## config.mk

```make
export PLATFORM = sky130hd
export DESIGN_NAME = rf_write_arbiter
export DESIGN_NICKNAME = d
export VERILOG_FILES = /design/src/rtl/rf_arb_pkg.sv /design/src/rtl/rr_arbiter.sv /design/src/rtl/rf_write_arbiter.sv
export SDC_FILE = /design/constraint.sdc
export NUM_CORES = 1
export LEC_CHECK = 0
export BUFFER_PORTS_ARGS = -buffer_cell sky130_fd_sc_hd__buf_2
export CAP_MARGIN = 10
export CORE_AREA = 2 2 115 117
export CTS_CLUSTER_DIAMETER = 200
export DETAILED_ROUTE_END_ITERATION = 16
export DIE_AREA = 0 0 117 119
export GPL_ROUTABILITY_DRIVEN = 1
export PLACE_DENSITY = 0.69
export SETUP_SLACK_MARGIN = 0.4
export SYNTH_ARGS = -nofsm -noshare
export SYNTH_HDL_FRONTEND = slang
export SYNTH_SLANG_ARGS = --single-unit
```

## constraint.sdc

```tcl
create_clock -name clk -period 3.7 [get_ports clk]
set_input_delay 0.555 -clock clk [delete_from_list [all_inputs] [get_ports clk]]
set_output_delay 0.555 -clock clk [all_outputs]
set_load 0.02 [all_outputs]
```

## src/rtl/rf_arb_pkg.sv

```systemverilog
// rtl/rf_arb_pkg.sv - shared widths and write-record type for the register-file write arbiter
package rf_arb_pkg;

    localparam int RF_ADDR_W = 5;
    localparam int RF_DATA_W = 32;
    localparam int RF_ZERO_REG = 0;

    // One pending register-file write: destination and value
    typedef struct packed {
        logic [RF_ADDR_W-1:0] addr;
        logic [RF_DATA_W-1:0] data;
    } rf_wr_t;

endpackage

```

## src/rtl/rr_arbiter.sv

```systemverilog
// rtl/rr_arbiter.sv - combinational round-robin picker: first request at or above ptr wins
module rr_arbiter #(
    parameter int N  = 2,
    parameter int PW = 1
) (
    input  logic [N-1:0]  req_i,
    input  logic [PW-1:0] ptr_i,
    output logic [N-1:0]  gnt_o,
    output logic [PW-1:0] next_ptr_o
);

    // Scan N positions starting at ptr, wrapping; the first set request wins
    always_comb begin
        logic          found;
        logic [PW-1:0] idx;
        gnt_o      = '0;
        next_ptr_o = ptr_i;
        found      = 1'b0;
        idx        = '0;
        for (int k = 0; k < N; k++) begin
            idx = PW'((int'(ptr_i) + k) % N);
            if (!found && req_i[idx]) begin
                found      = 1'b1;
                gnt_o[idx] = 1'b1;
                next_ptr_o = PW'((int'(idx) + 1) % N);
            end
        end
    end

endmodule

```

## src/rtl/rf_write_arbiter.sv

```systemverilog
// rtl/rf_write_arbiter.sv - shares the register-file write port among NUM_REQ writeback sources; RF_BYPASS_EN forwards the committing write to the read ports
module rf_write_arbiter
    import rf_arb_pkg::*;
#(
    parameter int NUM_REQ = 2,
    parameter int ADDR_W  = RF_ADDR_W,
    parameter int DATA_W  = RF_DATA_W
) (
    input  logic                      clk,
    input  logic                      rst,
    input  logic [NUM_REQ-1:0]        req_valid,
    output logic [NUM_REQ-1:0]        req_ready,
    input  logic [NUM_REQ*ADDR_W-1:0] req_addr,
    input  logic [NUM_REQ*DATA_W-1:0] req_data,
    output logic [NUM_REQ-1:0]        grant,
    output logic [(2**ADDR_W)-1:0]    pending,
    output logic [ADDR_W-1:0]         rf_rd_addr,
    output logic [DATA_W-1:0]         rf_rd_w_data,
    input  logic [ADDR_W-1:0]         rs_addr,
    input  logic [ADDR_W-1:0]         rt_addr,
    output logic [ADDR_W-1:0]         rf_rs_addr,
    output logic [ADDR_W-1:0]         rf_rt_addr,
    input  logic [DATA_W-1:0]         rf_rs_data,
    input  logic [DATA_W-1:0]         rf_rt_data,
    output logic [DATA_W-1:0]         rs_data,
    output logic [DATA_W-1:0]         rt_data
);

    localparam int PTR_W = (NUM_REQ > 1) ? $clog2(NUM_REQ) : 1;
    localparam logic [ADDR_W-1:0] ZERO_ADDR = ADDR_W'(RF_ZERO_REG);

    logic [NUM_REQ-1:0] full_q, full_d;
    logic [ADDR_W-1:0]  addr_q [NUM_REQ];
    logic [ADDR_W-1:0]  addr_d [NUM_REQ];
    logic [DATA_W-1:0]  data_q [NUM_REQ];
    logic [DATA_W-1:0]  data_d [NUM_REQ];
    logic [PTR_W-1:0]   ptr_q, ptr_d;
    logic [NUM_REQ-1:0] gnt;
    logic [PTR_W-1:0]   next_ptr;
    logic [NUM_REQ-1:0] accept;

    rr_arbiter #(
        .N  (NUM_REQ),
        .PW (PTR_W)
    ) u_rr_arbiter (
        .req_i      (full_q),
        .ptr_i      (ptr_q),
        .gnt_o      (gnt),
        .next_ptr_o (next_ptr)
    );

    assign grant = gnt;
    // A buffer can take a new write if empty or draining this cycle; nothing is accepted in reset
    assign req_ready = rst ? (~full_q | gnt) : '0;
    assign accept    = req_valid & req_ready;

    // Buffer next state: load on accepted non-zero write, otherwise drain on grant
    always_comb begin
        full_d = full_q;
        addr_d = addr_q;
        data_d = data_q;
        for (int i = 0; i < NUM_REQ; i++) begin
            if (accept[i] && (req_addr[i*ADDR_W +: ADDR_W] != ZERO_ADDR)) begin
                full_d[i] = 1'b1;
                addr_d[i] = req_addr[i*ADDR_W +: ADDR_W];
                data_d[i] = req_data[i*DATA_W +: DATA_W];
            end else if (gnt[i]) begin
                full_d[i] = 1'b0;
            end
        end
        ptr_d = (|gnt) ? next_ptr : ptr_q;
    end

    // Buffer and round-robin pointer registers; reset drops any write still in flight
    always_ff @(posedge clk or negedge rst) begin
        if (!rst) begin
            full_q <= '0;
            ptr_q  <= '0;
            for (int i = 0; i < NUM_REQ; i++) begin
                addr_q[i] <= '0;
                data_q[i] <= '0;
            end
        end else begin
            full_q <= full_d;
            ptr_q  <= ptr_d;
            for (int i = 0; i < NUM_REQ; i++) begin
                addr_q[i] <= addr_d[i];
                data_q[i] <= data_d[i];
            end
        end
    end

    // Drive the RF write port from the granted buffer; idle drives r0, which the RF ignores
    always_comb begin
        rf_rd_addr   = '0;
        rf_rd_w_data = '0;
        for (int i = 0; i < NUM_REQ; i++) begin
            if (gnt[i]) begin
                rf_rd_addr   = addr_q[i];
                rf_rd_w_data = data_q[i];
            end
        end
    end

    // Scoreboard of registers with a buffered write not yet committed
    always_comb begin
        pending = '0;
        for (int i = 0; i < NUM_REQ; i++) begin
            if (full_q[i]) begin
                pending[addr_q[i]] = 1'b1;
            end
        end
        pending[ZERO_ADDR] = 1'b0;
    end

    assign rf_rs_addr = rs_addr;
    assign rf_rt_addr = rt_addr;

`ifdef RF_BYPASS_EN
    // Forward the write committing at the next edge so readers see it this cycle
    always_comb begin
        rs_data = ((rs_addr == rf_rd_addr) && (rf_rd_addr != ZERO_ADDR)) ? rf_rd_w_data : rf_rs_data;
        rt_data = ((rt_addr == rf_rd_addr) && (rf_rd_addr != ZERO_ADDR)) ? rf_rd_w_data : rf_rt_data;
    end
`else
    assign rs_data = rf_rs_data;
    assign rt_data = rf_rt_data;
`endif

endmodule

```

== Word-level counts from Yosys, hierarchy flattened ==
Cells that the tools add are included.

* Input port bits: 152
* Register bits after elaboration: 77
* Output and inout port bits: 147
* Word-level logic and storage cells: 65

* Reduce and logical (&&, ||, !) cells: 15
* $lt $le $gt $ge: 8
* Bitwise logic cells: 5
* Multiplexer cells: 28
* $add $sub $neg: 2

{| class="wikitable"
|+ Operators by type and width
! kind !! number
|-
| 2-to-1 mux 32 bit || 4
|-
| OR 32 bit || 1
|-
| 2-to-1 mux 1 bit || 15
|-
| < comparator 5 x 6 -> 1 bit (second input constant) || 2
|-
| demux 1 bit (select 5 bit) || 2
|-
| greater-or-equal comparator 5 x 1 -> 1 bit (second input constant) || 2
|-
| 2-to-1 mux 5 bit || 2
|-
| nonzero test 5 bit || 2
|-
| logical AND 1 bit || 7
|-
| 2-to-1 mux 2 bit || 3
|-
| nonzero test 2 bit || 3
|-
| < comparator 1 x 2 -> 1 bit (second input constant) || 2
|-
| OR 2 bit || 2
|-
| adder 1 bit (second input constant) || 2
|-
| AND 2 bit || 1
|-
| demux 1 bit (select 1 bit) || 2
|-
| greater-or-equal comparator 1 bit (second input constant) || 2
|-
| NOT 2 bit || 1
|-
| AND reduction 2 bit || 1
|-
| OR reduction 2 bit || 1
|-
| logical NOT 1 bit || 1
|}

== Longest topological paths before layout ==
Gate-level depths: netlist of run 1.

* Depth after elaboration: 12
* Gate-level depth with buffers: 7
* Gate-level depth less buffers: 4

== Cells and area by module ==
A second synthesis of run 1 with hierarchy kept.

* Cells, all modules: 371
* Area total of the unflattened synthesis: 4598.2 µm²

{| class="wikitable"
|+ By module, submodules not included
! module !! sequential area each (µm²) !! cells each !! area an instance (µm²) !! instances
|-
| rf_write_arbiter || 1926.8 || 366 || 4570.6 || 1
|-
| rr_arbiter || 0.0 || 5 || 27.5 || 1
|}

== Worst setup path before layout of run 1 ==
OpenSTA, ideal clock, no wires.

* Kind: register to output
* Start point: register full_q[1]
* End point: output rf_rd_w_data[10]
* Path buffers: 3
* Required time: 3.145 ns
* Stages on the path, launching flop included: 7
* Arrival: 1.705 ns
* Path slack: 1.440 ns
* Cell sequence: dfrtp_1 buf_2 nand2_1 and2_1 clkbuf_1 buf_1 a22o_1

* Cells in the longest elaborated chain, start to end: 8

{| class="wikitable"
|+ Ends and longest elaborated chain
! item !! line !! text
|-
| start, declared || rf_write_arbiter.sv:32 || <nowiki>logic [NUM_REQ-1:0] full_q, full_d;</nowiki>
|-
| start signal, assigned || rf_write_arbiter.sv:84 || <nowiki>full_q <= full_d;</nowiki>
|-
| 2-to-1 mux 1 bit (not written as such) (2 in a row) || rr_arbiter.sv:22 || <nowiki>if (!found && req_i[idx]) begin</nowiki>
|-
| 2-to-1 mux 1 bit || rr_arbiter.sv:22 ||
|-
| logical NOT 1 bit || rr_arbiter.sv:22 ||
|-
| logical AND 1 bit || rr_arbiter.sv:22 ||
|-
| 2-to-1 mux 2 bit * || rr_arbiter.sv:22 ||
|-
| net grant[0] || rf_write_arbiter.sv:15 || <nowiki>output logic [NUM_REQ-1:0] grant,</nowiki>
|-
| 2-to-1 mux 32 bit * (2 in a row) || rf_write_arbiter.sv:98 || <nowiki>if (gnt[i]) begin</nowiki>
|-
| end, declared || rf_write_arbiter.sv:18 || <nowiki>output logic [DATA_W-1:0] rf_rd_w_data,</nowiki>
|}

Mark *: on every way through the listed nets, which the timed path passes. The rest lies on a longest branch. The select of a mux whose other input is x is not followed.

== Worst setup path after layout of run 1 ==
* Start point: register full_q[0]
* End point: output rf_rd_w_data[5]

* Cells in the longest elaborated chain, start to end: 8

{| class="wikitable"
|+ Ends and longest elaborated chain
! item !! line
|-
| 2-to-1 mux 1 bit (not written as such) (2 in a row) || rr_arbiter.sv:22
|-
| 2-to-1 mux 1 bit || rr_arbiter.sv:22
|-
| logical NOT 1 bit || rr_arbiter.sv:22
|-
| logical AND 1 bit || rr_arbiter.sv:22
|-
| 2-to-1 mux 2 bit * || rr_arbiter.sv:22
|-
| 2-to-1 mux 32 bit || rf_write_arbiter.sv:98
|-
| 2-to-1 mux 32 bit * || rf_write_arbiter.sv:98
|}

Mark *: on every way between the ends. The rest lies on a longest branch, timed or not. The select of a mux whose other input is x is not followed.

==> results.cfg, run 1 <==
[status]
status = complete, no violations

[setup_path]
regToRegSetupSlack_ns = 1.65
criticalPathCategory = flop to output pin
slowest_delay_ns = 0.54
cp-end-kind = output pin
startpoint_type = flop
required_ns = 3.14
crit_family = simple AND/OR/NAND/NOR gates
r2r_end = data_q[34]
crit_slowest_cell = nor2b_4
cp_data_arrival_time_ns = 2.26
crit_chain = nor2b_1 > nor2b_4 > buf_4 > a22o_1 > buf_2
crit_cells = 5
cp_max_fo = 24
cp_num_buf_inv = 2
worst_r2r_path_depth = 5
timing.rr.start = full_q[0]

[drt]
drt_first_pass_iters = 4
routed_wl_um = 13000
drc = 0
num_vias = 3143
via_per_inst = 5.10
post_drt_wl_per_cell_um = 21.2
drt_iter0_drc = 130
ant_nets = 0

[logic_synthesis]
yosysUniqueCellTypes = 28
synth.avg_cell_area_um2 = 12.0
netlist_area_um2 = 4410
ys_warn_count = 0
syn_nets = 520
synthCells = 368
synth_seq_cells = 77
yosysSeqAreaShare = 0.437

[placed_design]
place.gp.congestion = 0.809
place_area_um2 = 4710
io_buffers = 149
dp_hpwl_um = 10200

[sta]
hold_viol = 0
worst_pin_slew_ns = 0.844
slew_headroom = 0.437
rsz0062_at_grt = no
final.setup.tns_ns = 0
setup_violations = 0
skew_ns = 0.00507
final.period_utilization = 0.761
drv_slew = 0
period_minus_slack_ns = 2.82
fmax_mhz = 355

[clocking]
cts-resized-gates = 0
insertion_delay_ns = 0.33
h-tree-depth = 3
cts_made_buffers = 9
cts_tree = yes
path_clk_slew_ns = 0.06
clockBufferDepth = 2
clock-sinks = 77
cts_hold_buffers = 0
cts_setup_buffers = 0
cts_root_buf = clkbuf_16

[global_routing]
grt_pass1_vias = 3213
grt_max_degree = 68
grt_overflow = 0
track_usage = 0.183
grt_first_pass_wirelength_um = 19000
antenna_found_initial = 2

[floorplan]
fp-row-count = 42
io_pins = 299
die_w_um = 117
fp.dieArea_um2 = 13900
core-area_um2 = 12900
initial_core_util = 0.343
die_h_um = 119

[cells_and_area]
area_delta_synth_final_pct = 13.8
final_common_cell = buf_2
final_cell_area_um2 = 5020
drive_gt1_frac = 0.528
fill_cells = 1245
final_cell_mix = buf_2, dfrtp_1, a22o_1, o22ai_1, mux2_4
nNetsFinal = 586

[run]
maxCapViolations = 0

[hold_path]
hp-class = input pin to asynchronous set/reset pin

[power]
power_density_nw_per_um2 = 521
p_leak_uw = 0.00241
ir_drop_mv = 0.319
-- cell type report --
class                           instances  area [µm²]  area share
Antenna cell                            1        2.50    0.000499
Clock buffer                           11         243      0.0484
Clock inverter                          5        58.8      0.0117
Inverter                                2        7.51     0.00150
Multi-Input combinational cell        189        1750       0.349
Sequential cell                        77        1930       0.384
Tap cell                              176         220      0.0439
Timing Repair Buffer                  155         806       0.161
-- metal layers --
metal	GRT usage	part of all wire	routed length, µm
met2	0.294	0.49	6330
met1	0.203	0.34	4490
met3	0.104	0.15	1910
met5	0	0.00069	9
met4	0.0596	0.023	297
-- registers in the layout (all words and copies together), names as in the netlist --
signal	cells
data_q	64
full_q	2
addr_q	10
ptr_q	1
-- cell usage after synthesis, drive strengths merged --
master   instances  area share
a22o            36       0.071
and2             3      0.0043
and3             1      0.0014
buf             89        0.16
clkbuf          11      0.0094
conb             1     0.00085
dfrtp           77        0.44
inv              2      0.0017
mux2            73        0.21
nand2            9      0.0077
nand3            9       0.010
nand3b           6       0.010
nor2             2      0.0017
nor2b            2      0.0028
o2111ai          1      0.0034
o21a             2      0.0034
o21ai            3      0.0034
o22ai           31       0.044
or2              1      0.0014
or3              3      0.0043
or3b             4      0.0079
or4              2      0.0034
-- power by group --
part | total (µW) | internal, µW | switching, µW
clock network | 875 | 542 | 333
registers | 1100 | 987 | 108
logic | 645 | 312 | 334
-- worst max-delay path by stage --
stage	endpoint	startpoint	slack, ns
floorplan	rf_rd_w_data[10]	full_q[1]	1.44
global placement	rf_rd_w_data[5]	full_q[0]	1.28
detailed placement	data_q[0]	req_addr[5]	1.24
CTS	rf_rd_w_data[5]	full_q[0]	0.84
global route	rf_rd_w_data[5]	full_q[0]	0.74
finish	rf_rd_w_data[5]	full_q[0]	0.88
-- cells by family after synthesis --
family	after synthesis	synth area share
AOI/OAI and AO/OA	73	0.126
muxes	73	0.211
other	1	0.000850
and+or+nand+nor	42	0.0553
DFF	77	0.437
buffers and inverters	102	0.170
-- through the flow --
stage               setup WS (ns)  total power (µW)  std cells   util  hold slack (ns)
global route                0.741              2750        616  0.390           0.0636
floorplan                    1.44              1660        368      -            0.259
finish                      0.884              2620        616  0.390           0.0645
detailed placement           1.24              1760        599  0.366            0.414
global placement             1.28              1740        599  0.366            0.419
CTS                         0.845              2650        615  0.390           0.0571
-- worst reg2reg max path, delay by kind of cell, from the launching register on --
| kind | cells | cell delay [ns] |
|---|---|---|
| mux | 1 | 0.43 |
| compound gates | 1 | 0.14 |
| flops | 1 | 0.46 |
| simple gates | 2 | 0.38 |
| buf+inv | 1 | 0.53 |
(Power assumes the default switching activity.)
==> run 2: changes to the inputs <==
Clock period 3.7 ns to 2.8 ns, I/O delays scaled along.
==> run 2 against run 1 <==
Power grew 33%. Clock skew up 0.0040 ns. Routed wire length is 1.2% higher. Largest cell class unchanged. Largest power group unchanged.
==> results.cfg, run 2 (synthesis gave the netlist of run 1 again) <==
[placed_design]
dp_hpwl_um = 10200
place.gp.congestion = 0.821
io_buffers = 149
place_area_um2 = 4740

[drt]
routed_wl_um = 13200
post_drt_wl_per_cell_um = 21.4
drt_first_pass_iters = 5
num_vias = 3169
drt_iter0_drc = 109
ant_nets = 0
via_per_inst = 5.13
drc = 0

[global_routing]
antenna_found_initial = 2
grt_max_degree = 61
grt_pass1_vias = 3154
track_usage = 0.183
grt_first_pass_wirelength_um = 19100
grt_overflow = 0

[setup_path]
cp-endpoint = rf_rd_w_data[28]
crit_start = full_q[1]
crit_slowest_cell = dfrtp_2
r2r_end = data_q[32]
worst_r2r_path_depth = 5
cp_data_arrival_time_ns = 1.86
cp-end-kind = output pin
required_ns = 2.38
crit_chain = nand2_1 > and2_2 > buf_12 > a22o_1 > buf_2
slowest_delay_ns = 0.46
timing.rr.start = full_q[0]
cp_max_fo = 28
startpoint_type = flop
criticalPathCategory = flop to output pin
regToRegSetupSlack_ns = 0.72

[floorplan]
die_h_um = 119
initial_core_util = 0.343
io_pins = 299
core-area_um2 = 12900
fp.dieArea_um2 = 13900
die_w_um = 117
fp-row-count = 42

[cells_and_area]
nNetsFinal = 588
final_common_cell = buf_2
largest_reg_flops = 64
area_delta_synth_final_pct = 14.6
final_cell_mix = buf_2, dfrtp_1, a22o_1, o22ai_1, mux2_4
regMostFlops = data_q
reg.largest.list = data_q: 64 flops, addr_q: 10 flops, full_q: 2 flops
postLayoutCoreUtil = 0.392
drive_gt1_frac = 0.533
final_cell_area_um2 = 5050

[clocking]
clock-sinks = 77
cts_tree = yes
clockBufferDepth = 2
insertion_delay_ns = 0.33
cts_hold_buffers = 0
path_clk_slew_ns = 0.06
h-tree-depth = 3
cts_made_buffers = 9
cts_root_buf = clkbuf_16

[sta]
drv_slew = 0
final.period_utilization = 0.814
period_minus_slack_ns = 2.28
skew_ns = 0.00911
final.setup.tns_ns = 0
setup_violations = 0
slew_headroom = 0.488
hold_viol = 0
rsz0062_at_grt = no
worst_pin_slew_ns = 0.769
fmax_mhz = 439

[power]
power_density_nw_per_um2 = 687
p_leak_uw = 0.00243
ir_drop_mv = 0.388

[status]
status = complete, no violations

[run]
maxCapViolations = 0

[hold_path]
hp-class = input pin to asynchronous set/reset pin
## run 2: routing by layer
metal / share of wire / GRT usage
met1: 0.33 / 0.190
met2: 0.49 / 0.308
met3: 0.15 / 0.101
met4: 0.026 / 0.0654
met5: 0.00083 / 0
## run 2: worst min-delay path by stage
stage / start / endpoint / slack [ns]
floorplan: rst / addr_q[0] / 0.12
global placement: rst / addr_q[1] / 0.42
detailed placement: rst / addr_q[1] / 0.42
CTS: rst / full_q[1] / 0.06
global route: rst / full_q[0] / 0.07
finish: rst / full_q[0] / 0.05
## run 2: critical path: cells and delay by family (launching register included)
kind / cells / cell delay, ns
buffers and inverters: 2 / 0.41
AND/OR/NAND/NOR: 2 / 0.46
flip-flops: 1 / 0.46
AO/OA/AOI/OAI: 1 / 0.18
## run 2: timing repair
action,4_1_cts,5_1_grt
setup endpoints to repair,27,12
setup buffers,2,0
gates resized for setup,1,1
hold endpoints to repair,0,0
## run 2: metrics by stage
step / power (µW) / setup WS [ns] / hold slack, ns / cells
2_1_floorplan: 2190 / 0.675 / 0.124 / 368
3_3_place_gp: 2300 / 0.549 / 0.416 / 599
3_5_place_dp: 2330 / 0.496 / 0.419 / 599
4_1_cts: 3500 / 0.482 / 0.0569 / 617
5_1_grt: 3640 / 0.432 / 0.0680 / 618
6_report: 3470 / 0.522 / 0.0542 / 618
## run 2: power breakdown
part	switching (µW)	internal [µW]	leakage (µW)
Combinational	443	423	0.00138
Sequential	147	1310	0.000905
Clock	442	712	0.000143
## run 2: layout make-up
type | instances | area [µm²]
Antenna cell | 1 | 2.50
Clock buffer | 12 | 246
Clock inverter | 4 | 47.5
Fill cell | 1283 | 7820
Inverter | 2 | 7.51
Multi-Input combinational cell | 189 | 1750
Sequential cell | 77 | 1930
Tap cell | 176 | 220
Timing Repair Buffer | 157 | 846
